<file path="src/rtl/divider_pkg.sv">
// Shared definitions for the sequential divider.
//   state_t   : FSM encoding (IDLE -> CALC -> DONE -> IDLE)
//   DEFAULT_W : default operand/result width
package divider_pkg;

  localparam int DEFAULT_W = 4;

  typedef enum logic [1:0] {
    IDLE = 2'd0,
    CALC = 2'd1,
    DONE = 2'd2
  } state_t;

endpackage

</file>
<file path="src/rtl/sub_borrow.sv">
// Combinational N-bit subtractor with borrow, used for the restoring
// division trial step.
//   a, b       : unsigned operands
//   diff       : a - b modulo 2^N
//   borrow_out : 1 when b > a
module sub_borrow #(
  parameter int N = 5
) (
  input  logic [N-1:0] a,
  input  logic [N-1:0] b,
  output logic [N-1:0] diff,
  output logic         borrow_out
);

  // Extending both operands by one zero bit turns the carry-out of the
  // wide subtraction into the borrow.
  assign {borrow_out, diff} = {1'b0, a} - {1'b0, b};

endmodule

</file>
<file path="src/rtl/seq_divider.sv">
// Sequential restoring divider, one quotient bit per clock, MSB first.
//   clk, rst          : clock and asynchronous active-high reset
//   start             : begin a division (only honoured in IDLE)
//   dividend, divisor : unsigned operands, captured on the accepting edge
//   busy              : high in CALC and DONE
//   done              : one-cycle pulse in DONE
//   quotient,
//   remainder,
//   div_by_zero       : results, updated only on entry to DONE
import divider_pkg::*;

module seq_divider #(
  parameter int W = DEFAULT_W
) (
  input  logic         clk,
  input  logic         rst,
  input  logic         start,
  input  logic [W-1:0] dividend,
  input  logic [W-1:0] divisor,
  output logic         busy,
  output logic         done,
  output logic [W-1:0] quotient,
  output logic [W-1:0] remainder,
  output logic         div_by_zero
);

  localparam int CW = $clog2(W + 1);

  state_t         state_reg, state_next;
  logic [CW-1:0]  cnt_reg;
  // dvd_reg shifts the dividend out at the top while quotient bits
  // shift in at the bottom; after W steps it holds the quotient.
  logic [W-1:0]   dvd_reg;
  logic [W-1:0]   dvs_reg;
  logic [W-1:0]   rem_reg;
  logic [W-1:0]   quo_out_reg;
  logic [W-1:0]   rem_out_reg;
  logic           dbz_reg;

  logic           accept;
  logic           last_iter;
  logic [W:0]     rem_shift;
  logic [W:0]     trial_diff;
  logic           trial_borrow;
  logic [W-1:0]   rem_next;
  logic [W-1:0]   quo_next;
  logic           diff_msb_unused;

  assign accept    = (state_reg == IDLE) && start;
  assign last_iter = (state_reg == CALC) && (cnt_reg == CW'(W - 1));

  // Trial step: shift in the next dividend bit and try to subtract.
  assign rem_shift = {rem_reg, dvd_reg[W-1]};

  sub_borrow #(.N(W + 1)) u_sub (
    .a          (rem_shift),
    .b          ({1'b0, dvs_reg}),
    .diff       (trial_diff),
    .borrow_out (trial_borrow)
  );

  // The kept value is always below the divisor, so bit W is zero and
  // the partial remainder can be stored in W bits.
  assign rem_next        = trial_borrow ? rem_shift[W-1:0] : trial_diff[W-1:0];
  assign quo_next        = {dvd_reg[W-2:0], ~trial_borrow};
  assign diff_msb_unused = trial_diff[W];

  // State register
  always_ff @(posedge clk or posedge rst) begin
    if (rst) begin
      state_reg <= IDLE;
    end else begin
      state_reg <= state_next;
    end
  end

  // Next-state logic
  always_comb begin
    state_next = state_reg;
    case (state_reg)
      IDLE: begin
        if (start) begin
          state_next = (divisor == '0) ? DONE : CALC;
        end
      end
      CALC: begin
        if (last_iter) begin
          state_next = DONE;
        end
      end
      DONE:    state_next = IDLE;
      default: state_next = IDLE;
    endcase
  end

  // FSM outputs
  always_comb begin
    busy = (state_reg != IDLE);
    done = (state_reg == DONE);
  end

  // Datapath and result registers
  always_ff @(posedge clk or posedge rst) begin
    if (rst) begin
      cnt_reg     <= '0;
      dvd_reg     <= '0;
      dvs_reg     <= '0;
      rem_reg     <= '0;
      quo_out_reg <= '0;
      rem_out_reg <= '0;
      dbz_reg     <= 1'b0;
    end else if (accept) begin
      dvd_reg <= dividend;
      dvs_reg <= divisor;
      rem_reg <= '0;
      cnt_reg <= '0;
      if (divisor == '0) begin
        // Skip CALC entirely; results are defined directly.
        quo_out_reg <= '1;
        rem_out_reg <= dividend;
        dbz_reg     <= 1'b1;
      end
    end else if (state_reg == CALC) begin
      dvd_reg <= quo_next;
      rem_reg <= rem_next;
      cnt_reg <= cnt_reg + CW'(1);
      if (last_iter) begin
        quo_out_reg <= quo_next;
        rem_out_reg <= rem_next;
        dbz_reg     <= 1'b0;
      end
    end
  end

  assign quotient    = quo_out_reg;
  assign remainder   = rem_out_reg;
  assign div_by_zero = dbz_reg;

endmodule

</file>
<file path="config.mk">
export PLATFORM = sky130hd
export DESIGN_NAME = seq_divider
export DESIGN_NICKNAME = d
export VERILOG_FILES = /design/src/rtl/divider_pkg.sv /design/src/rtl/sub_borrow.sv /design/src/rtl/seq_divider.sv
export SDC_FILE = /design/constraint.sdc
export NUM_CORES = 1
export LEC_CHECK = 0
export BUFFER_PORTS_ARGS = -buffer_cell sky130_fd_sc_hd__buf_2
export CAP_MARGIN = 20
export CORE_MARGIN = 3
export CORE_UTILIZATION = 50
export CTS_BUF_LIST = sky130_fd_sc_hd__clkbuf_8 sky130_fd_sc_hd__clkbuf_16
export CTS_CLUSTER_SIZE = 8
export DETAILED_ROUTE_END_ITERATION = 7
export MAX_ROUTING_LAYER = met4
export PLACE_DENSITY = 0.79
export SLEW_MARGIN = 15
export SYNTH_ARGS = -nofsm -noshare
export SYNTH_HDL_FRONTEND = slang
export SYNTH_SLANG_ARGS = --single-unit
</file>
<file path="constraint.sdc">
create_clock -name clk -period 4.8 [get_ports clk]
set_clock_uncertainty 0.2 [all_clocks]
set_input_delay 0.24 -clock clk [delete_from_list [all_inputs] [get_ports clk]]
set_output_delay 0.24 -clock clk [all_outputs]
set_load 0.01 [all_outputs]
</file>
==> results of run 1 <==
-- cell usage after synthesis --
cell / count / area (µm²)
o21a_1: 1 / 7.51
a31oi_1: 4 / 25.0
nor2_1: 9 / 33.8
or3b_1: 1 / 8.76
o22ai_1: 1 / 6.26
a211oi_1: 1 / 7.51
mux2_2: 1 / 11.3
clkbuf_1: 1 / 3.75
buf_2: 1 / 5.00
o2111ai_1: 1 / 8.76
nor3_1: 4 / 20.0
o21ai_0: 13 / 65.1
o22a_1: 3 / 26.3
buf_4: 1 / 7.51
xnor2_1: 1 / 8.76
ha_1: 6 / 75.1
o31a_1: 1 / 8.76
inv_1: 10 / 37.5
mux2i_1: 1 / 10.0
fa_1: 1 / 20.0
dfrtp_1: 26 / 651
nand2_4: 2 / 22.5
o311ai_0: 1 / 8.76
or4b_1: 1 / 10.0
nand2_2: 1 / 6.26
nor2b_1: 2 / 12.5
or2_2: 1 / 6.26
nand2_1: 25 / 93.8
nor2_2: 1 / 6.26
nor4_1: 1 / 6.26
buf_6: 1 / 11.3
nor3b_4: 1 / 18.8
o211ai_1: 1 / 7.51
nand3_1: 3 / 15.0
o31ai_2: 1 / 12.5
-- worst max-delay path: stages --
cell and delay, ns:
dlygate4sd3_1 0.54, buf_2 0.13, nor4_1 0.60, nand2_2 0.16, nand2_4 0.20, nand2_1 0.07, o22a_1 0.16
-- power groups by stage --
stage | Sequential (mW) | Combinational (mW) | Clock, mW
CTS | 0.398 | 0.566 | 0.140
global placement | 0.396 | 0.535 | 0
detailed placement | 0.403 | 0.561 | 0
global route | 0.414 | 0.645 | 0.150
floorplan | 0.406 | 0.413 | 0
finish | 0.399 | 0.562 | 0.136
-- routing by layer --
layer | share of wire [%] | track usage (%) | vias to the layer above | wire [µm]
met4 | 1.0 | 6.10 | 0 | 27
met1 | 45 | 23.4 | 495 | 1170
li1 | - | - | 501 | -
met3 | 4.0 | 2.07 | 4 | 105
met2 | 50 | 29.9 | 22 | 1300
met5 | 0 | - | - | 0
-- cells in the final DEF (no fill, tap or decap) --
cell type | netlist | routed
o31a_1 | 1 | 1
nor4_1 | 1 | 1
nand2_2 | 1 | 1
clkbuf_8 | 0 | 4
mux2i_1 | 1 | 1
nor3_1 | 4 | 4
fa_1 | 1 | 1
dlygate4sd3_1 | 0 | 4
or2_2 | 1 | 1
buf_16 | 0 | 1
a31oi_1 | 4 | 4
xnor2_1 | 1 | 1
nor2_1 | 9 | 9
nand3_1 | 3 | 3
nand2_4 | 2 | 2
inv_1 | 10 | 10
nor3b_4 | 1 | 1
o211ai_1 | 1 | 1
o22a_1 | 3 | 3
o22ai_1 | 1 | 1
or3b_1 | 1 | 1
o21a_1 | 1 | 1
buf_2 | 1 | 21
nor2_2 | 1 | 1
nor2b_1 | 2 | 2
o21ai_0 | 13 | 13
o31ai_2 | 1 | 1
a211oi_1 | 1 | 1
or4b_1 | 1 | 1
nand2_1 | 25 | 25
o2111ai_1 | 1 | 1
dfrtp_1 | 26 | 26
ha_1 | 6 | 6
o311ai_0 | 1 | 1
mux2_2 | 1 | 1
-- cells by family after synthesis --
kind of cell	Yosys count	synth area share, %
AOI/OAI and AO/OA	28	14.3
xor gates and xnor gates	1	0.682
muxes	2	1.66
adders and majority gates	7	7.40
and+or+nand+nor	52	20.3
DFF	26	50.6
buffers and inverters	14	5.06
-- metrics by stage --
stage          total power, mW  hold WS [ns]  instance area [µm²]
6_report                  1.10       0.00718                 1520
2_1_floorplan            0.819        0.0800                 1280
4_1_cts                   1.10       0.00504                 1480
5_1_grt                   1.21        0.0152                 1520
3_3_place_gp             0.931         0.256                 1400
3_5_place_dp             0.964         0.248                 1400
-- layout make-up --
class                      count  area [µm²]
clock buffer                   4        55.1
sequential                    26         651
multi-input combinational     90         569
tap                           28        35.0
inverter                      10        37.5
timing repair buffer          26         173
fill                         191         798
-- worst min-delay path by stage --
stage | end | slack (ns) | cells after the start
floorplan | cnt_reg[0]$_DFFE_PP0P_ | 0.08 | 1
global placement | dvs_reg[0]$_DFFE_PP0P_ | 0.26 | 3
detailed placement | dvs_reg[0]$_DFFE_PP0P_ | 0.25 | 3
CTS | dvd_reg[2]$_DFFE_PP0P_ | 0.005 | 3
global route | dvd_reg[2]$_DFFE_PP0P_ | 0.02 | 3
finish | dvd_reg[2]$_DFFE_PP0P_ | 0.007 | 3
==> metrics, run 1 <==
share of cells above drive strength 1 between 20% and 30%; Mapped Area between 1000 and 1500 µm²; Die ar. approximately 3200 µm²; Syn Area/Cell approximately 10 µm²; final WL about 2600 µm; postcts setup bufs 0; worst r2r src rem_reg[0]$_DFFE_PP0P_; sequential area share after synthesis 50.6%; H-Tree Depth 1; internal power ~640 µW; DR vias roughly 1000; reg2reg path depth 6; port bufs 21; final hold violations 0; worst endpoint data arrival time 2.08 ns; antenna violations before repair 0; sw frac 41.8%; Synth-to-Final Area Change 18.3%; clock latency on the worst-skew pair roughly 0.26 ns; Site Rows 17; # DRC 0; Netlist cell types 35; Post-Synthesis Cells 130; first-pass GRT wire length 4440 µm; synth warn 0; Seq pwr share 36.3%; DR iter-0 viols 18; Slew Limit Fails 0; initial core utilization a little under three fifths; CP Capture Type flop; CP Capture Point remainder[0]$_DFFE_PP0P_; worst hold start dividend[2]; fin cells roughly 180; post-route ant nets 0; die width ~57 µm; Core ar. about 2300 µm²; Lkg Pwr 0.709 nW; Finished Core Util about two thirds; CTS Buf Count 3; WS Path Type in2reg; pre-CTS WS 2.74 ns; Pwr Density roughly 720 nW/µm²; Max Buffers Root-to-Sink 2; R2R Setup Slk roughly 2.7 ns; Crit. Startpoint divisor[0]; Max VDD drop about 0.00043 V; post-DR vias/cell ~5.6; minimum clock period roughly 2.1 ns; Psw 458 µW; critical path fanouts, max 14; Clock Pin Slew Worst Setup and Hold Paths approximately 0.09 ns; setup tns final 0 ns; number of gates resized after CTS 0; Final Net Count 175; final cycle utilization of the critical path between 40% and 50%; # diodes 0; Combinational Power Share 51.3%; Max Cap Viol 0; max_slew headroom 46.8%; clock power share about an eighth; 1st-pass router iterations 4; routability cong. approximately 0.9; fin worst setup slack ~2.7 ns; Slew @ Worst Pin roughly 0.80 ns; largest net degree at the start of global routing 27; Min-Delay Path Class in2reg; # IOs 22; dpl hpwl around 1900 µm; Critical Path Start Type input port; CTS Sinks 26; RSZ-0062 raised after global routing no; WL/cell 14.1 µm; syn_nets 148; CTS tree yes; vias in the first global route 960; CTS Hold Bufs 3; gr usage total a little under a fifth; CP required between 4 and 5 ns; die height between 50 and 60 µm; status complete, no violations; fmax 469 MHz; Crit Reg-Reg Endpoint rem_reg[0]$_DFFE_PP0P_; Final setup viols 0; total global routing overflow 0; Placed Instances around 180; Yosys reg bits 26; Root Buffer clkbuf_8
Note: power is estimated with default switching activity, not from simulation.
==> run 2, diff against run 1 <==
Settings changed: CORE_UTILIZATION 50 to 49, PLACE_DENSITY 0.79 to 0.81.
Clock period 4.8 ns to 1.9 ns, I/O delays scaled along.
==> run 2 against run 1 <==
Against the previous run: the flow now finishes with violations (negative setup slack); global-route usage increased by 4.6 points; critical path depth increased by 1; clock power increased to 3.4 times the previous value; largest power group unchanged; routed wire length increased by 46%.
==> metrics, run 2 (synthesized netlist as in run 1, its figures left out) <==
worst hold start start; routability cong. about 0.87; CP bufs+invs 2; worst hold path depth 4; Pwr Density roughly 2100 nW/µm²; post-route ant nets 0; Lkg Pwr 0.823 nW; Finished Core Util 76.1%; R2R Setup Slk -0.08 ns; first-pass GRT wire length ~5500 µm; post-DR vias/cell 6.01; setup tns final -0.233 ns; # IOs 22; Critical Path Start Type flop; Max VDD drop around 0.0015 V; port bufs 21; crit path cell chain inv_2 -> ha_4 -> buf_6 -> nor2b_4 -> o21ai_0 -> or4b_1 -> o2111ai_2 -> a31oi_1; antenna violations before repair 0; Max Buffers Root-to-Sink 2; Clock Pin Slew Worst Setup and Hold Paths ~0.090 ns; vias in the first global route ~1200; initial core utilization between 50% and 60%; Root Buffer clkbuf_8; total power 3.77 mW; largest net degree at the start of global routing 27; reg2reg path depth 8; Worst path top cell family by delay simple AND/OR/NAND/NOR gates; Crit Reg-Reg Endpoint remainder[3]$_DFFE_PP0P_; Max Cap Viol 0; 1st-pass router iterations 5; Synth-to-Final Area Change 38.7%; CP required ~1.9 ns; status complete, but fails checks; violated checks negative setup slack; Final Net Count between 150 and 200; dpl hpwl between 2000 and 2500 µm; critical path fanouts, max 3; Slew @ Worst Pin about 0.48 ns; CTS Sinks 26; fmax 505 MHz; worst r2r src dvd_reg[3]$_DFFE_PP0P_; WS Path Type reg2reg; clock latency on the worst-skew pair 0.28 ns; total global routing overflow 0; DR iter-0 viols 88; Core ar. between 2000 and 2500 µm²; most common cell after layout, fill and taps aside dfrtp_1; CP Capture Type flop; commonest cells after routing, fill and taps aside dfrtp_1 (26), nand2_1 (24), buf_2 (21); final WL roughly 3800 µm; Site Rows 17; # DRC 0; die height 57.2 µm; RSZ-0062 raised after global routing yes; # diodes 0; WL/cell around 19 µm; CTS tree yes; final hold violations 0; worst endpoint data arrival time 1.93 ns; Die ar. 3270 µm²; Max stage delay on crit path 0.47 ns; fin worst setup slack -0.0800 ns; pre-CTS WS -0.0605 ns; share of cells above drive strength 1 37.9%; CP max-delay cell or4b_1; Slew Limit Fails 0; hold endpoint quotient[2]$_DFFE_PP0P_; CTS Buf Count 3; max_slew headroom 67.6%; Min-Delay Path Class in2reg; DR vias between 1000 and 1500; final cycle utilization of the critical path 104%; WP depth 8; H-Tree Depth 1; Final setup viols 5; WHS approximately 0.12 ns; gr usage total 22.8%; minimum clock period around 2.0 ns; die width roughly 57 µm
[run 2: worst max path at each step]
stage                                      start                       end  slack (ns)
after floorplan           dvs_reg[1]$_DFFE_PP0P_  remainder[3]$_DFFE_PP0P_        0.03
after global placement    dvs_reg[1]$_DFFE_PP0P_    rem_reg[0]$_DFFE_PP0P_        0.02
after detailed placement  dvs_reg[1]$_DFFE_PP0P_    rem_reg[0]$_DFFE_PP0P_       -0.06
after CTS                 rem_reg[0]$_DFFE_PP0P_  remainder[2]$_DFFE_PP0P_       -0.01
after global routing      dvd_reg[3]$_DFFE_PP0P_  remainder[3]$_DFFE_PP0P_       -0.12
final                     dvd_reg[3]$_DFFE_PP0P_  remainder[3]$_DFFE_PP0P_       -0.08
[run 2: final cells by class]
cell class,instances,area [µm²]
Sequential cell,26,651
Fill cell,148,558
Tap cell,28,35.0
Timing Repair Buffer,47,327
Inverter,10,37.5
Clock inverter,1,30.0
Clock buffer,3,41.3
Multi-Input combinational cell,90,661
[run 2: metal layers]
| layer | up-vias | track usage, % | wire, µm |
|---|---|---|---|
| met4 | 0 | 12.6 | 188 |
| met2 | 92 | 36.4 | 1850 |
| met1 | 583 | 28.0 | 1430 |
| met5 | - | - | 0 |
| met3 | 19 | 2.94 | 333 |
| li1 | 538 | - | - |
[run 2: power by group]
group | total [mW] | internal, mW | switching [mW]
logic | 2.27 | 1.06 | 1.21
clock network | 0.465 | 0.282 | 0.182
registers | 1.03 | 0.831 | 0.199
total | 3.77 | 2.17 | 1.59
[run 2: what timing repair did]
| action | CTS | global route |
|---|---|---|
| setup buffers | 3 | 1 |
| hold buffers | 9 | 0 |
| endpoints found under the setup margin | 8 | 10 |
| hold endpoints to repair | 38 | 0 |
| resized for setup | 16 | 8 |
| pin swaps | 6 | 10 |
[run 2: worst reg2reg max path, stage by stage (launching register included)]
cell       delay (ns)
dfrtp_1          0.41
inv_2            0.10
ha_4             0.16
buf_6            0.10
nor2b_4          0.04
o21ai_0          0.15
or4b_1           0.47
o2111ai_2        0.10
a31oi_1          0.12
[run 2: through the flow]
stage	instance area, µm²	std cells
after floorplan	1280	130
after global placement	1500	188
after detailed placement	1500	188
after CTS	1740	204
after global routing	1780	205
final	1780	205
